## config.mk

```make
export PLATFORM = sky130hd
export DESIGN_NAME = mmio_io_hub_flat
export DESIGN_NICKNAME = d
export VERILOG_FILES = /design/src/rtl/mmio_io_hub_if.sv /design/src/rtl/mmio_io_hub.sv /design/src/flat_wrapper.sv
export SDC_FILE = /design/constraint.sdc
export NUM_CORES = 1
export LEC_CHECK = 0
export BUFFER_PORTS_ARGS = -buffer_cell sky130_fd_sc_hd__buf_4
export CAP_MARGIN = 0
export CORE_ASPECT_RATIO = 1.25
export CORE_MARGIN = 2
export CORE_UTILIZATION = 50
export CTS_CLUSTER_SIZE = 30
export DETAILED_ROUTE_END_ITERATION = 8
export PLACE_DENSITY = 0.83
export SLEW_MARGIN = 25
export SYNTH_ARGS = -nofsm -noshare
export SYNTH_HDL_FRONTEND = slang
export SYNTH_SLANG_ARGS = --single-unit
```

## constraint.sdc

```tcl
create_clock -name clk -period 4.24 [get_ports clk]
set_clock_uncertainty 0.2 [all_clocks]
set_input_delay 0.424 -clock clk [delete_from_list [all_inputs] [get_ports clk]]
set_output_delay 0.424 -clock clk [all_outputs]
set_load 0.01 [all_outputs]
```

## src/rtl/mmio_io_hub_if.sv

```systemverilog
// Data-side bus between the core and the MMIO hub: zero-wait loads, posedge-sampled stores.
interface mmio_io_hub_if #(
  parameter int DBITS = 32
);
  logic [DBITS-1:0] addr;
  logic [DBITS-1:0] wdata;
  logic             we;
  logic             re;
  logic             hit;
  logic [DBITS-1:0] rdata;

  modport master (output addr, wdata, we, re, input hit, rdata);
  modport slave  (input addr, wdata, we, re, output hit, rdata);
endinterface

```

## src/rtl/mmio_io_hub.sv

```systemverilog
// Memory-mapped I/O hub: HEX/LEDR outputs, synchronised keys, debounced switches,
// millisecond timer, per-device Ready/Overrun/IE status and a combined interrupt.
module mmio_io_hub #(
  parameter int DBITS             = 32,
  parameter int NUM_KEYS          = 4,
  parameter int NUM_SW            = 10,
  parameter int NUM_LEDR          = 10,
  parameter int NUM_HEX           = 4,
  parameter int DEBOUNCE_CYCLES   = 500000,
  parameter int TIMER_TICK_CYCLES = 50000,
  parameter logic [DBITS-1:0] ADDR_HEX   = 32'hF0000000,
  parameter logic [DBITS-1:0] ADDR_LEDR  = 32'hF0000004,
  parameter logic [DBITS-1:0] ADDR_KDATA = 32'hF0000010,
  parameter logic [DBITS-1:0] ADDR_SDATA = 32'hF0000014,
  parameter logic [DBITS-1:0] ADDR_TCNT  = 32'hF0000020,
  parameter logic [DBITS-1:0] ADDR_TLIM  = 32'hF0000024,
  parameter logic [DBITS-1:0] ADDR_KCTRL = 32'hF0000110,
  parameter logic [DBITS-1:0] ADDR_SCTRL = 32'hF0000114,
  parameter logic [DBITS-1:0] ADDR_TCTRL = 32'hF0000120
) (
  input  logic                  clk,
  input  logic                  reset,
  mmio_io_hub_if.slave          bus,
  input  logic [NUM_KEYS-1:0]   KEY,
  input  logic [NUM_SW-1:0]     SW,
  output logic [NUM_LEDR-1:0]   LEDR,
  output logic [7*NUM_HEX-1:0]  HEX,
  output logic                  irq
);

  localparam int unsigned DB_W  = $clog2(DEBOUNCE_CYCLES + 1);
  localparam int unsigned PRE_W = $clog2(TIMER_TICK_CYCLES + 1);
  localparam logic [DB_W-1:0]  DB_LAST  = DB_W'(DEBOUNCE_CYCLES - 1);
  localparam logic [PRE_W-1:0] PRE_LAST = PRE_W'(TIMER_TICK_CYCLES - 1);

  localparam int unsigned DEV_KEY = 0;
  localparam int unsigned DEV_SW  = 1;
  localparam int unsigned DEV_TMR = 2;

  typedef enum logic [3:0] {
    SEL_NONE,
    SEL_HEX,
    SEL_LEDR,
    SEL_KDATA,
    SEL_SDATA,
    SEL_TCNT,
    SEL_TLIM,
    SEL_KCTRL,
    SEL_SCTRL,
    SEL_TCTRL
  } regSel_e;

  regSel_e sel;

  logic [4*NUM_HEX-1:0] hexData;
  logic [NUM_LEDR-1:0]  ledrData;
  logic [NUM_KEYS-1:0]  keySync1;
  logic [NUM_KEYS-1:0]  kData;
  logic [NUM_SW-1:0]    swSync1;
  logic [NUM_SW-1:0]    swSync2;
  logic [NUM_SW-1:0]    sData;
  logic [DB_W-1:0]      dbCnt;
  logic [PRE_W-1:0]     preCnt;
  logic [DBITS-1:0]     tCnt;
  logic [DBITS-1:0]     tLim;

  logic [2:0] ready, overrun, ie;
  logic [2:0] readyNext, overrunNext, ieNext;
  logic [2:0] ev, rdClr, ctrlWr;

  logic wr, keyEv, swEv, tick, tcntWr, tmrEv;

  function automatic logic [6:0] seg7(input logic [3:0] n);
    logic [6:0] s;
    case (n)
      4'h0: s = 7'b1000000;
      4'h1: s = 7'b1111001;
      4'h2: s = 7'b0100100;
      4'h3: s = 7'b0110000;
      4'h4: s = 7'b0011001;
      4'h5: s = 7'b0010010;
      4'h6: s = 7'b0000010;
      4'h7: s = 7'b1111000;
      4'h8: s = 7'b0000000;
      4'h9: s = 7'b0010000;
      4'hA: s = 7'b0001000;
      4'hB: s = 7'b0000011;
      4'hC: s = 7'b1000110;
      4'hD: s = 7'b0100001;
      4'hE: s = 7'b0000110;
      default: s = 7'b0001110;
    endcase
    return s;
  endfunction

  function automatic logic [4:0] ctrlWord(input logic r, input logic o, input logic e);
    return {e, 1'b0, o, 1'b0, r};
  endfunction

  // ---------------- address decode and read mux ----------------
  always_comb begin
    sel = SEL_NONE;
    case (bus.addr)
      ADDR_HEX:   sel = SEL_HEX;
      ADDR_LEDR:  sel = SEL_LEDR;
      ADDR_KDATA: sel = SEL_KDATA;
      ADDR_SDATA: sel = SEL_SDATA;
      ADDR_TCNT:  sel = SEL_TCNT;
      ADDR_TLIM:  sel = SEL_TLIM;
      ADDR_KCTRL: sel = SEL_KCTRL;
      ADDR_SCTRL: sel = SEL_SCTRL;
      ADDR_TCTRL: sel = SEL_TCTRL;
      default:    sel = SEL_NONE;
    endcase
  end

  assign bus.hit = (sel != SEL_NONE);

  always_comb begin
    bus.rdata = '0;
    case (sel)
      SEL_HEX:   bus.rdata[4*NUM_HEX-1:0] = hexData;
      SEL_LEDR:  bus.rdata[NUM_LEDR-1:0]  = ledrData;
      SEL_KDATA: bus.rdata[NUM_KEYS-1:0]  = kData;
      SEL_SDATA: bus.rdata[NUM_SW-1:0]    = sData;
      SEL_TCNT:  bus.rdata = tCnt;
      SEL_TLIM:  bus.rdata = tLim;
      SEL_KCTRL: bus.rdata[4:0] = ctrlWord(ready[DEV_KEY], overrun[DEV_KEY], ie[DEV_KEY]);
      SEL_SCTRL: bus.rdata[4:0] = ctrlWord(ready[DEV_SW], overrun[DEV_SW], ie[DEV_SW]);
      SEL_TCTRL: bus.rdata[4:0] = ctrlWord(ready[DEV_TMR], overrun[DEV_TMR], ie[DEV_TMR]);
      default:   bus.rdata = '0;
    endcase
  end

  // ---------------- event detection ----------------
  assign wr     = bus.we & bus.hit;
  assign tcntWr = wr && (sel == SEL_TCNT);
  assign tick   = (preCnt == PRE_LAST);

  // kData doubles as the second synchroniser stage, so its change is the key event
  assign keyEv = (keySync1 != kData);
  assign swEv  = (dbCnt == DB_LAST) && (swSync2 != sData);
  assign tmrEv = tick && !tcntWr && (tLim != '0) && (tCnt == tLim - DBITS'(1));

  assign ev     = {tmrEv, swEv, keyEv};
  assign rdClr  = {1'b0, bus.re && (sel == SEL_SDATA), bus.re && (sel == SEL_KDATA)};
  assign ctrlWr = {wr && (sel == SEL_TCTRL), wr && (sel == SEL_SCTRL), wr && (sel == SEL_KCTRL)};

  // Hardware set wins over a same-cycle clear; Overrun only counts an unacknowledged Ready.
  always_comb begin
    readyNext   = ready;
    overrunNext = overrun;
    ieNext      = ie;
    for (int unsigned i = 0; i < 3; i++) begin
      logic clrR, clrO;
      clrR = rdClr[i] | (ctrlWr[i] & ~bus.wdata[0]);
      clrO = ctrlWr[i] & ~bus.wdata[2];
      readyNext[i]   = ev[i] | (ready[i] & ~clrR);
      overrunNext[i] = (ev[i] & ready[i] & ~clrR) | (overrun[i] & ~clrO);
      if (ctrlWr[i]) ieNext[i] = bus.wdata[4];
    end
  end

  always_ff @(posedge clk or negedge reset) begin
    if (!reset) begin
      ready   <= '0;
      overrun <= '0;
      ie      <= '0;
    end else begin
      ready   <= readyNext;
      overrun <= overrunNext;
      ie      <= ieNext;
    end
  end

  // ---------------- output data registers ----------------
  always_ff @(posedge clk or negedge reset) begin
    if (!reset) begin
      hexData  <= '0;
      ledrData <= '0;
    end else begin
      if (wr && sel == SEL_HEX)  hexData  <= bus.wdata[4*NUM_HEX-1:0];
      if (wr && sel == SEL_LEDR) ledrData <= bus.wdata[NUM_LEDR-1:0];
    end
  end

  // ---------------- keys and switches ----------------
  always_ff @(posedge clk or negedge reset) begin
    if (!reset) begin
      keySync1 <= '0;
      kData    <= '0;
      swSync1  <= '0;
      swSync2  <= '0;
      sData    <= '0;
      dbCnt    <= '0;
    end else begin
      keySync1 <= ~KEY;
      kData    <= keySync1;
      swSync1  <= SW;
      swSync2  <= swSync1;
      if (swSync1 != swSync2)   dbCnt <= '0;
      else if (dbCnt != DB_LAST) dbCnt <= dbCnt + DB_W'(1);
      if (swEv) sData <= swSync2;
    end
  end

  // ---------------- timer ----------------
  always_ff @(posedge clk or negedge reset) begin
    if (!reset) begin
      preCnt <= '0;
      tCnt   <= '0;
      tLim   <= '0;
    end else begin
      if (tcntWr || tick) preCnt <= '0;
      else                preCnt <= preCnt + PRE_W'(1);
      if (tcntWr)     tCnt <= bus.wdata;
      else if (tmrEv) tCnt <= '0;
      else if (tick)  tCnt <= tCnt + DBITS'(1);
      if (wr && sel == SEL_TLIM) tLim <= bus.wdata;
    end
  end

  // ---------------- outputs ----------------
  always_comb begin
    HEX = '1;
    for (int unsigned i = 0; i < NUM_HEX; i++) begin
      HEX[7*i +: 7] = seg7(hexData[4*i +: 4]);
    end
  end

  assign LEDR = ledrData;
  assign irq  = |(ready & ie);

endmodule

```

## src/flat_wrapper.sv

```systemverilog
// flat-port wrapper written by rule: the top's interface ports become plain ports
module mmio_io_hub_flat 
#(
  parameter int DBITS             = 32,
  parameter int NUM_KEYS          = 4,
  parameter int NUM_SW            = 10,
  parameter int NUM_LEDR          = 10,
  parameter int NUM_HEX           = 4,
  parameter int DEBOUNCE_CYCLES   = 500000,
  parameter int TIMER_TICK_CYCLES = 50000,
  parameter logic [DBITS-1:0] ADDR_HEX   = 32'hF0000000,
  parameter logic [DBITS-1:0] ADDR_LEDR  = 32'hF0000004,
  parameter logic [DBITS-1:0] ADDR_KDATA = 32'hF0000010,
  parameter logic [DBITS-1:0] ADDR_SDATA = 32'hF0000014,
  parameter logic [DBITS-1:0] ADDR_TCNT  = 32'hF0000020,
  parameter logic [DBITS-1:0] ADDR_TLIM  = 32'hF0000024,
  parameter logic [DBITS-1:0] ADDR_KCTRL = 32'hF0000110,
  parameter logic [DBITS-1:0] ADDR_SCTRL = 32'hF0000114,
  parameter logic [DBITS-1:0] ADDR_TCTRL = 32'hF0000120
)
  (clk, reset, KEY, SW, LEDR, HEX, irq, bus_addr, bus_wdata, bus_we, bus_re, bus_hit, bus_rdata);
  mmio_io_hub_if #(.DBITS(DBITS)) bus_i ();
  input  logic clk;
  input  logic reset;
  input  logic [NUM_KEYS-1:0] KEY;
  input  logic [NUM_SW-1:0] SW;
  output logic [NUM_LEDR-1:0] LEDR;
  output logic [7*NUM_HEX-1:0] HEX;
  output logic irq;
  input wire logic [$bits(bus_i.addr)-1:0] bus_addr;
  input wire logic [$bits(bus_i.wdata)-1:0] bus_wdata;
  input wire logic [$bits(bus_i.we)-1:0] bus_we;
  input wire logic [$bits(bus_i.re)-1:0] bus_re;
  output wire logic [$bits(bus_i.hit)-1:0] bus_hit;
  output wire logic [$bits(bus_i.rdata)-1:0] bus_rdata;
  assign bus_i.addr = bus_addr;
  assign bus_i.wdata = bus_wdata;
  assign bus_i.we = bus_we;
  assign bus_i.re = bus_re;
  assign bus_hit = bus_i.hit;
  assign bus_rdata = bus_i.rdata;
  mmio_io_hub #(.DBITS(DBITS), .NUM_KEYS(NUM_KEYS), .NUM_SW(NUM_SW), .NUM_LEDR(NUM_LEDR), .NUM_HEX(NUM_HEX), .DEBOUNCE_CYCLES(DEBOUNCE_CYCLES), .TIMER_TICK_CYCLES(TIMER_TICK_CYCLES), .ADDR_HEX(ADDR_HEX), .ADDR_LEDR(ADDR_LEDR), .ADDR_KDATA(ADDR_KDATA), .ADDR_SDATA(ADDR_SDATA), .ADDR_TCNT(ADDR_TCNT), .ADDR_TLIM(ADDR_TLIM), .ADDR_KCTRL(ADDR_KCTRL), .ADDR_SCTRL(ADDR_SCTRL), .ADDR_TCTRL(ADDR_TCTRL)) u_core (.clk(clk), .reset(reset), .bus(bus_i), .KEY(KEY), .SW(SW), .LEDR(LEDR), .HEX(HEX), .irq(irq));
endmodule
```

### After elaboration in Yosys (flattened, before gate mapping)

Memory sizes are Yosys's and may differ from the RTL's.
Index checks and enable logic that the tools add are counted.
W data, S select, Z words.

| storage, ports and cells | value |
|---|---|
| register bits | 172 |
| bits in latches | 0 |
| memory bits (writable) | 0 |
| memory bits (read-only) | 448 |
| word-level logic and storage cells | 118 |
| memories kept | 4 |

Memory list:

| name | depth | bits a word | read ports | clocked after Yosys merged registers in | wr ports | line | source |
|---|---|---|---|---|---|---|---|
| (no name shown) | 16 | 7 | 1 | 0 | 0 | mmio_io_hub.sv:75 | `case (n)` |
| (no name shown) | 16 | 7 | 1 | 0 | 0 | mmio_io_hub.sv:75 |  |
| (no name shown) | 16 | 7 | 1 | 0 | 0 | mmio_io_hub.sv:75 |  |
| (no name shown) | 16 | 7 | 1 | 0 | 0 | mmio_io_hub.sv:75 |  |

| cells by class | value |
|---|---|
| add/subtract/negate cells | 4 |
| $mul | 0 |
| divide/modulo/power cells | 0 |
| order comparisons | 0 |
| eq/ne operators | 25 |
| shifts and indexed selects | 0 |
| muxes and demuxes | 12 |
| bitwise operators | 37 |
| reductions and logical operators | 20 |

Operators by type and width:

| kind | count |
|---|---|
| $eq A32 B32 Y1 const B | 9 |
| $mux W32 | 3 |
| $pmux W4 S9 | 2 |
| $mux W19 | 2 |
| $add A32 B1 Y32 const B | 1 |
| $eq A32 B32 Y1 | 1 |
| $pmux W16 S2 | 1 |
| $reduce_bool A32 Y1 | 1 |
| $sub A32 B1 Y32 const B | 1 |
| $pmux W5 S5 | 1 |
| $ne A10 B10 Y1 | 2 |
| $add A19 B1 Y19 const B | 1 |
| $and A1 B1 Y1 | 19 |
| $eq A19 B19 Y1 const B | 1 |
| $ne A19 B19 Y1 const B | 1 |
| $pmux W6 S3 | 1 |
| $add A16 B1 Y16 const B | 1 |
| $eq A16 B16 Y1 const B | 1 |
| $eq A4 B3 Y1 const B | 4 |
| $mux W16 | 1 |
| $logic_and A1 B1 Y1 | 13 |
| $eq A4 B2 Y1 const B | 2 |
| $eq A4 B4 Y1 const B | 2 |
| $not A1 Y1 | 8 |
| other kinds (12) | 19 |

### Longest topological paths before layout

Gate-level depths: netlist of the first run.

| depth | value |
|---|---|
| depth after elaboration | 12 |
| gate-level depth with buffers | 12 |

### Worst setup path after synthesis of the first run

Ideal clock, no wire load.

| timing | value |
|---|---|
| kind | reg2reg |
| from | reg u_core.tLim[0] |
| to | reg u_core.tCnt[15] |
| setup time | 0.142 ns |
| arrival time | 3.294 ns |
| data required time | 3.898 ns |
| slack | 0.604 ns |
| stages on the path, launching flop included | 13 |
| buffers on the path | 1 |
| path through | dfrtp_1 inv_1 ha_1 nor3b_1 nor3b_1 mux2_2 mux2i_1 a2bb2oi_1 a2111o_1 or4_4 nor2_4 buf_6 o31ai_2 |

| on the way | value |
|---|---|
| cells in the longest elaborated chain, start to end | 5 |

RTL lines:

| element | line | source |
|---|---|---|
| start: declaration | mmio_io_hub.sv:65 | `logic [DBITS-1:0] tLim;` |
| start signal: assignment | mmio_io_hub.sv:219 | `if (wr && sel == SEL_TLIM) tLim <= bus.wdata;` |
| $sub A32 B1 Y32 / $reduce_bool A32 Y1 (equally long branches) | mmio_io_hub.sv:143 | `assign tmrEv = tick && !tcntWr && (tLim != '0) && (tCnt == tLim - DBITS'(1));` |
| $eq A32 B32 Y1 / $logic_and A1 B1 Y1 (equally long branches) | mmio_io_hub.sv:143 |  |
| $logic_and A1 B1 Y1 (*) | mmio_io_hub.sv:143 |  |
| $mux W32 | mmio_io_hub.sv:217 | `else if (tmrEv) tCnt <= '0;` |
| $mux W32 | mmio_io_hub.sv:216 | `if (tcntWr) tCnt <= bus.wdata;` |
| end signal: assignment | mmio_io_hub.sv:216 |  |
| end signal: assignment | mmio_io_hub.sv:218 | `else if (tick) tCnt <= tCnt + DBITS'(1);` |
| end: declaration | mmio_io_hub.sv:64 | `logic [DBITS-1:0] tCnt;` |

Mark *: on every way between the ends. The rest lies on a longest branch, timed or not.
A chain may end at the register's enable or synchronous reset.

### Worst setup path in the final report of the first run

| timing | value |
|---|---|
| from | reg u_core.tLim[1] |
| to | reg u_core.tCnt[13] |

The elaborated chain is that of the path after synthesis.

==> results of run 1 <==
## path summary, 6_finish.rpt
check	startpoint	to	cells past startpoint
max	u_core.tLim[1]	u_core.tCnt[13]	12
min	bus_wdata[24]	u_core.tCnt[24]	3
max reg2reg	u_core.tLim[1]	u_core.tCnt[13]	12
min reg2reg	u_core.keySync1[2]	u_core.kData[2]	0
max in group asynchronous	reset	u_core.tCnt[15]	3
min in group asynchronous	reset	u_core.LEDR[3]	2
## synthesized netlist by cell type (all sizes together), types with 29 or more instances
master and instances:
o21ai 45, clkbuf 61, xnor2 51, nand3 46, nor2 104, ha 29, xor2 54, a21oi 54
dfrtp 172, mux2 63, nand2 117, inv 32
## power groups by stage
| stage | clock network, W | logic [W] | registers, W |
|---|---|---|---|
| after global routing | 0.00164 | 0.000161 | 0.00167 |
| after global placement | 0 | 0.000130 | 0.00170 |
| after detailed placement | 0 | 0.000132 | 0.00170 |
| final | 0.00154 | 0.000145 | 0.00167 |
| after floorplan | 0 | 0.0000227 | 0.00169 |
| after CTS | 0.00156 | 0.000147 | 0.00167 |
## layout make-up
type / instances / share of cell area [%]
Sequential cell: 172 / 33.62
Clock buffer: 18 / 3.431
Clock inverter: 14 / 1.163
Timing Repair Buffer: 193 / 11.82
Tap cell: 274 / 2.678
Multi-Input combinational cell: 860 / 46.35
Inverter: 32 / 0.9383
## stage by stage
| stage | total power, W | std cells |
|---|---|---|
| 2_1_floorplan | 0.001717 | 1132 |
| 5_1_grt | 0.003467 | 1563 |
| 3_5_place_dp | 0.001830 | 1512 |
| 4_1_cts | 0.003370 | 1563 |
| 6_report | 0.003349 | 1563 |
| 3_3_place_gp | 0.001827 | 1512 |
## worst max-delay path, delay by kind of cell (launching register included)
kind	cells	cell delay (ns)
mux	2	0.31
simple gates	4	1.62
compound gates	3	0.72
buf+inv	2	0.29
fa+ha+maj	1	0.24
flops	1	0.43
## registers in the layout, summed over array words and instances, names as in the netlist
name             flops
u_core.kData         4
u_core.dbCnt        19
u_core.ready         3
u_core.preCnt       16
u_core.keySync1      4
u_core.ie            3
u_core.swSync1      10
u_core.tCnt         32
u_core.tLim         32
u_core.swSync2      10
u_core.LEDR         10
u_core.overrun       3
u_core.sData        10
u_core.hexData      16
## timing repair
action / 4_1_cts / 5_1_grt
hold buffers: 19 / 0
endpoints found under the hold margin: 118 / 0
gates resized for setup: 0 / 1
endpoints found under the setup margin: 0 / 1
## layer usage
layer  up-vias  part of all wire (%)  wire (µm)  global-route usage (%)
li1       4371                     -          -                       -
met1      4589                    40      11280                   32.50
met2       403                    51      14540                   45.31
met3        75                   6.3       1783                   4.292
met4         0                   3.2        913                   9.931
met5         -                     0          0                       0
## logic make-up (layout without fill, tap and decap cells)
group,after synthesis,after routing,synth area share (%)
adder cells (fa/ha/maj),29,29,3.427
AND/OR/NAND/NOR,436,436,20.92
XOR/XNOR,105,105,8.686
buffers and inverters,100,257,3.640
multiplexers,82,82,8.851
flip-flops,172,172,40.65
AO/OA/AOI/OAI,208,208,13.83
==> results.toml, run 1 <==
[status]
outcome = "finished, final reports clean"

[sta]
fin_crit_sh_pct = 93.09
finalSetupViolations = 0
fmax_ghz = 0.2534
whs_ns = 0.01300
tightest_slew_ns = 0.9227
slew_viol_final = 0
slew-limit-headroom_pct = 38.49
tns_ns = 0
hold_violations = 0
fin_crit_ns = 3.947
post-route-worst-setup-slack_ns = 0.2929
rsz0062_at_grt = "false"

[min_path]
holdCritPathClass = "input pin to flop"

[cts]
cts-buffers-inserted = 17
postCtsSetupBuffers = 0
clk_pin_slew_ns = 0.07
cts_root_buf = "clkbuf_16"
cts_buffer_depth = 2
cts_tree = "yes"
cts.sinks = 172
h-tree-depth = 4
clkLatencyLatePin_ns = 0.44

[setup_path]
worstPathArrival_ns = 4.06
critPathMaxStageDelay_ns = 0.70
path_cells = "inv_1 > ha_1 > nor3b_1 > nor3b_1 > mux2_2 > mux2i_1 > a2bb2oi_1 > a2111o_1 > or4_4 > nor2_4 > buf_12 > o31ai_1"
worstPathMaxFanout = 13
endpoint_kind = "flop"
path_common_cell = "nor3b_1"
critical_path.startpoint_type = "flop"
reg2reg_setup_slack_ns = 0.29
path_class = "flop to flop"
crit_required_ns = 4.35
crit_path_top_delay_cell = "or4_4"

[placement]
port-buffer-count = 153
hpwl_um = 20580
place_area_um2 = 12010
pre_cts_ws_ns = 0.3442
routabilityCongestion = 0.9420

[drt]
via_per_inst = 6.038
routed_wirelength_um = 28520
dr.pass1.iters = 9
ant_nets = 0
dr_total_vias = 9438
route.detailed.drc = 0
drt_iter0_markers = 828
wl_per_cell_um = 18.25

[pwr]
clockPowerShare_pct = 45.9
p_sw_w = 0.0008222
p_int_w = 0.002527
leakage_nw = 5.724
ir_worst_vdd_v = 0.0002755
switching_share_pct = 24.55
p_seq_share_pct = 49.7
power_density_nw_per_um2 = 261.6
pwr-share-comb_pct = 4.3

[yosys]
synth_top_area_share_pct = 40.65
seq_area_frac_synth_pct = 40.65
synthCells = 1132
ys_ff_latch = 172
ys_top_cells_by_area = "dfrtp_1 41%, mux2_2 6.7%, xor2_1 4.5%"
post-synth-top-area-cell = "dfrtp_1"
async_reset_ff_share_pct = 100.0
netlist_area_um2 = 10590
synth_cell_types = 64
synth-edff-count = 0
synth_nets = 1243
synth_flop_cell = "dfrtp_1"
synth.avg_cell_area_um2 = 9.353
synth_warnings = 0

[global_routing]
grt_max_degree = 103
grt_first_pass_wirelength_um = 47140
grt_pass1_vias = 9441
grt.total_usage_pct = 26.09
overflow = 0
antenna_found_initial = 0

[finish]
multi_input_area_um2 = 5933
final_cell_mix = "172 x buf_4, 172 x dfrtp_1, 117 x nand2_1"
finalNetCount = 1387
final_util_pct = 61.49
area_growth_pct = 20.90
final_area_um2 = 12800
fill_cells = 1689
register_area_um2 = 4304
n_antenna_cell = 0
drive_gt1_share_pct = 23.58

[floorplan]
initial_utilization_pct = 50.86
die_h_um = 166.7
rows = 59
ios = 154
dieArea_um2 = 22360
die_w_um = 134.2
core-area_um2 = 20820

[flow_run]
cap_violations = 0
No activity file was read; power rests on OpenSTA's default activity.
==> run 2, diff against run 1 <==
==> constraint.sdc (replaced) <==
create_clock -name clk -period 4.24 [get_ports clk]
set_clock_uncertainty 0.2 [all_clocks]
set_input_delay 0.424 -clock clk [delete_from_list [all_inputs] [get_ports clk]]
set_output_delay 0.424 -clock clk [all_outputs]
set_load 0.05 [all_outputs]
==> results.toml, run 2 (same netlist as run 1, synthesis figures left out) <==
[cts]
cts-buffers-inserted = 17
cts_tree = "yes"
clkLatencyLatePin_ns = 0.43
cts.sinks = 172
postCtsSetupBuffers = 0
cts-resized-gates = 0
postCtsHoldBufs = 15
cts_root_buf = "clkbuf_16"
h-tree-depth = 4
cts_buffer_depth = 2
clk_pin_slew_ns = 0.07

[setup_path]
crit_start = "u_core.tLim[0]"
worstPathMaxFanout = 15
endpoint_kind = "flop"
timing.rr.start = "u_core.tLim[0]"
path_cells = "inv_1 > ha_1 > nor3b_1 > nor3b_1 > mux2_2 > mux2i_1 > a2bb2oi_1 > a2111o_1 > or4_4 > nor2_4 > buf_4 > o31ai_1"
crit_required_ns = 4.35
worstPathArrival_ns = 4.13
crit_path_top_delay_cell = "or4_4"
critPathMaxStageDelay_ns = 0.68
path_class = "flop to flop"
critical_path.startpoint_type = "flop"
path_common_cell = "nor3b_1"

[drt]
ant_nets = 0
route.detailed.drc = 0
drt_iter0_markers = 959
via_per_inst = 5.929
dr.pass1.iters = 9
dr_total_vias = 9237
wl_per_cell_um = 17.99
routed_wirelength_um = 28030

[finish]
final_common_cell = "dfrtp_1"
finalNetCount = 1382
multi_input_area_um2 = 5924
final_cell_mix = "172 x dfrtp_1, 170 x buf_4, 117 x nand2_1"
area_growth_pct = 20.61
drive_gt1_share_pct = 23.60
fill_cells = 1700
register_area_um2 = 4304
final_util_pct = 61.34
reg_top3 = "u_core.tCnt (32), u_core.tLim (32), u_core.dbCnt (19)"
n_antenna_cell = 0

[status]
outcome = "finished, final reports clean"

[min_path]
holdCritPathClass = "input pin to flop"
min_from = "bus_wdata[12]"

[sta]
fmax_ghz = 0.2491
slew_viol_final = 0
tightest_slew_ns = 0.8210
slew-limit-headroom_pct = 45.27
fin_crit_sh_pct = 94.68
rsz0062_at_grt = "false"
hold_violations = 0
tns_ns = 0
finalSetupViolations = 0
post-route-worst-setup-slack_ns = 0.2254
fin_crit_ns = 4.015

[global_routing]
antenna_found_initial = 0
grt.total_usage_pct = 25.39
overflow = 0
grt_max_degree = 105
grt_pass1_vias = 9234
grt_first_pass_wirelength_um = 46090

[flow_run]
cap_violations = 0

[pwr]
p_seq_share_pct = 48.9
power_w = 0.003412
pwr-share-comb_pct = 4.2
leakage_nw = 5.707
power_density_nw_per_um2 = 267.2
p_int_w = 0.002626
clockPowerShare_pct = 47.0
ir_worst_vdd_v = 0.0002637
p_sw_w = 0.0007861
switching_share_pct = 23.04

[placement]
hpwl_um = 20370
pre_cts_ws_ns = 0.2956
routabilityCongestion = 0.9206
port-buffer-count = 153

[floorplan]
initial_utilization_pct = 50.86
core-area_um2 = 20820
rows = 59
die_w_um = 134.2
die_h_um = 166.7
ios = 154
dieArea_um2 = 22360
-- run 2: changes by cell type in the layout (fill, tap and decap cells not counted), moves of 2 or more --
cell	before	now
clkinv_2	0	3
dlygate4sd3_1	19	15
bufinv_16	0	2
clkinv_8	3	0
buf_4	172	170
-- run 2: path summary, 6_finish.rpt --
path,to,slack [ns],cells past startpoint
worst min register to register,u_core.kData[2],0.19,0
worst max register to register,u_core.tCnt[8],0.23,12
max in group asynchronous,u_core.hexData[14],2.53,3
min in group asynchronous,u_core.preCnt[7],0.46,2
worst min-delay path,u_core.tCnt[12],0.01,3
worst max-delay path,u_core.tCnt[8],0.23,12
-- run 2: critical path: cells and delay by family (launching register included) --
| family | cells | cell delay, ns |
|---|---|---|
| AOI/OAI and AO/OA | 3 | 0.75 |
| and+or+nand+nor | 4 | 1.54 |
| DFF | 1 | 0.43 |
| buffers and inverters | 2 | 0.39 |
| muxes | 2 | 0.32 |
| adders and majority gates | 1 | 0.26 |
-- run 2: cell type report --
type | instances | share of cell area [%]
sequential | 172 | 33.71
tap | 274 | 2.685
multi-input combinational | 860 | 46.39
timing repair buffer | 188 | 11.59
clock inverter | 14 | 1.244
clock buffer | 18 | 3.439
inverter | 32 | 0.9406
-- run 2: through the flow --
step | hold WS [ns] | instances | cell area [µm²]
2_1_floorplan | -0.07159 | 1132 | 10590
3_3_place_gp | 0.1785 | 1511 | 12020
3_5_place_dp | 0.1824 | 1511 | 12020
4_1_cts | 0.0008443 | 1558 | 12770
5_1_grt | 0.01015 | 1558 | 12770
6_report | 0.01021 | 1558 | 12770
-- run 2: power groups by stage --
stage / combinational, W / clock (W) / sequential, W
finish: 0.000142 / 0.00160 / 0.00167
global route: 0.000157 / 0.00169 / 0.00167
CTS: 0.000144 / 0.00162 / 0.00167
detailed placement: 0.000133 / 0 / 0.00170
global placement: 0.000130 / 0 / 0.00170
floorplan: 0.0000227 / 0 / 0.00169
-- run 2: metal layers --
layer / vias up / routed length (µm) / GRT usage [%]
met5: - / 0 / 0
met4: 0 / 747 / 8.970
met3: 50 / 1706 / 3.836
met2: 391 / 14380 / 44.50
met1: 4458 / 11200 / 31.81
li1: 4338 / - / -
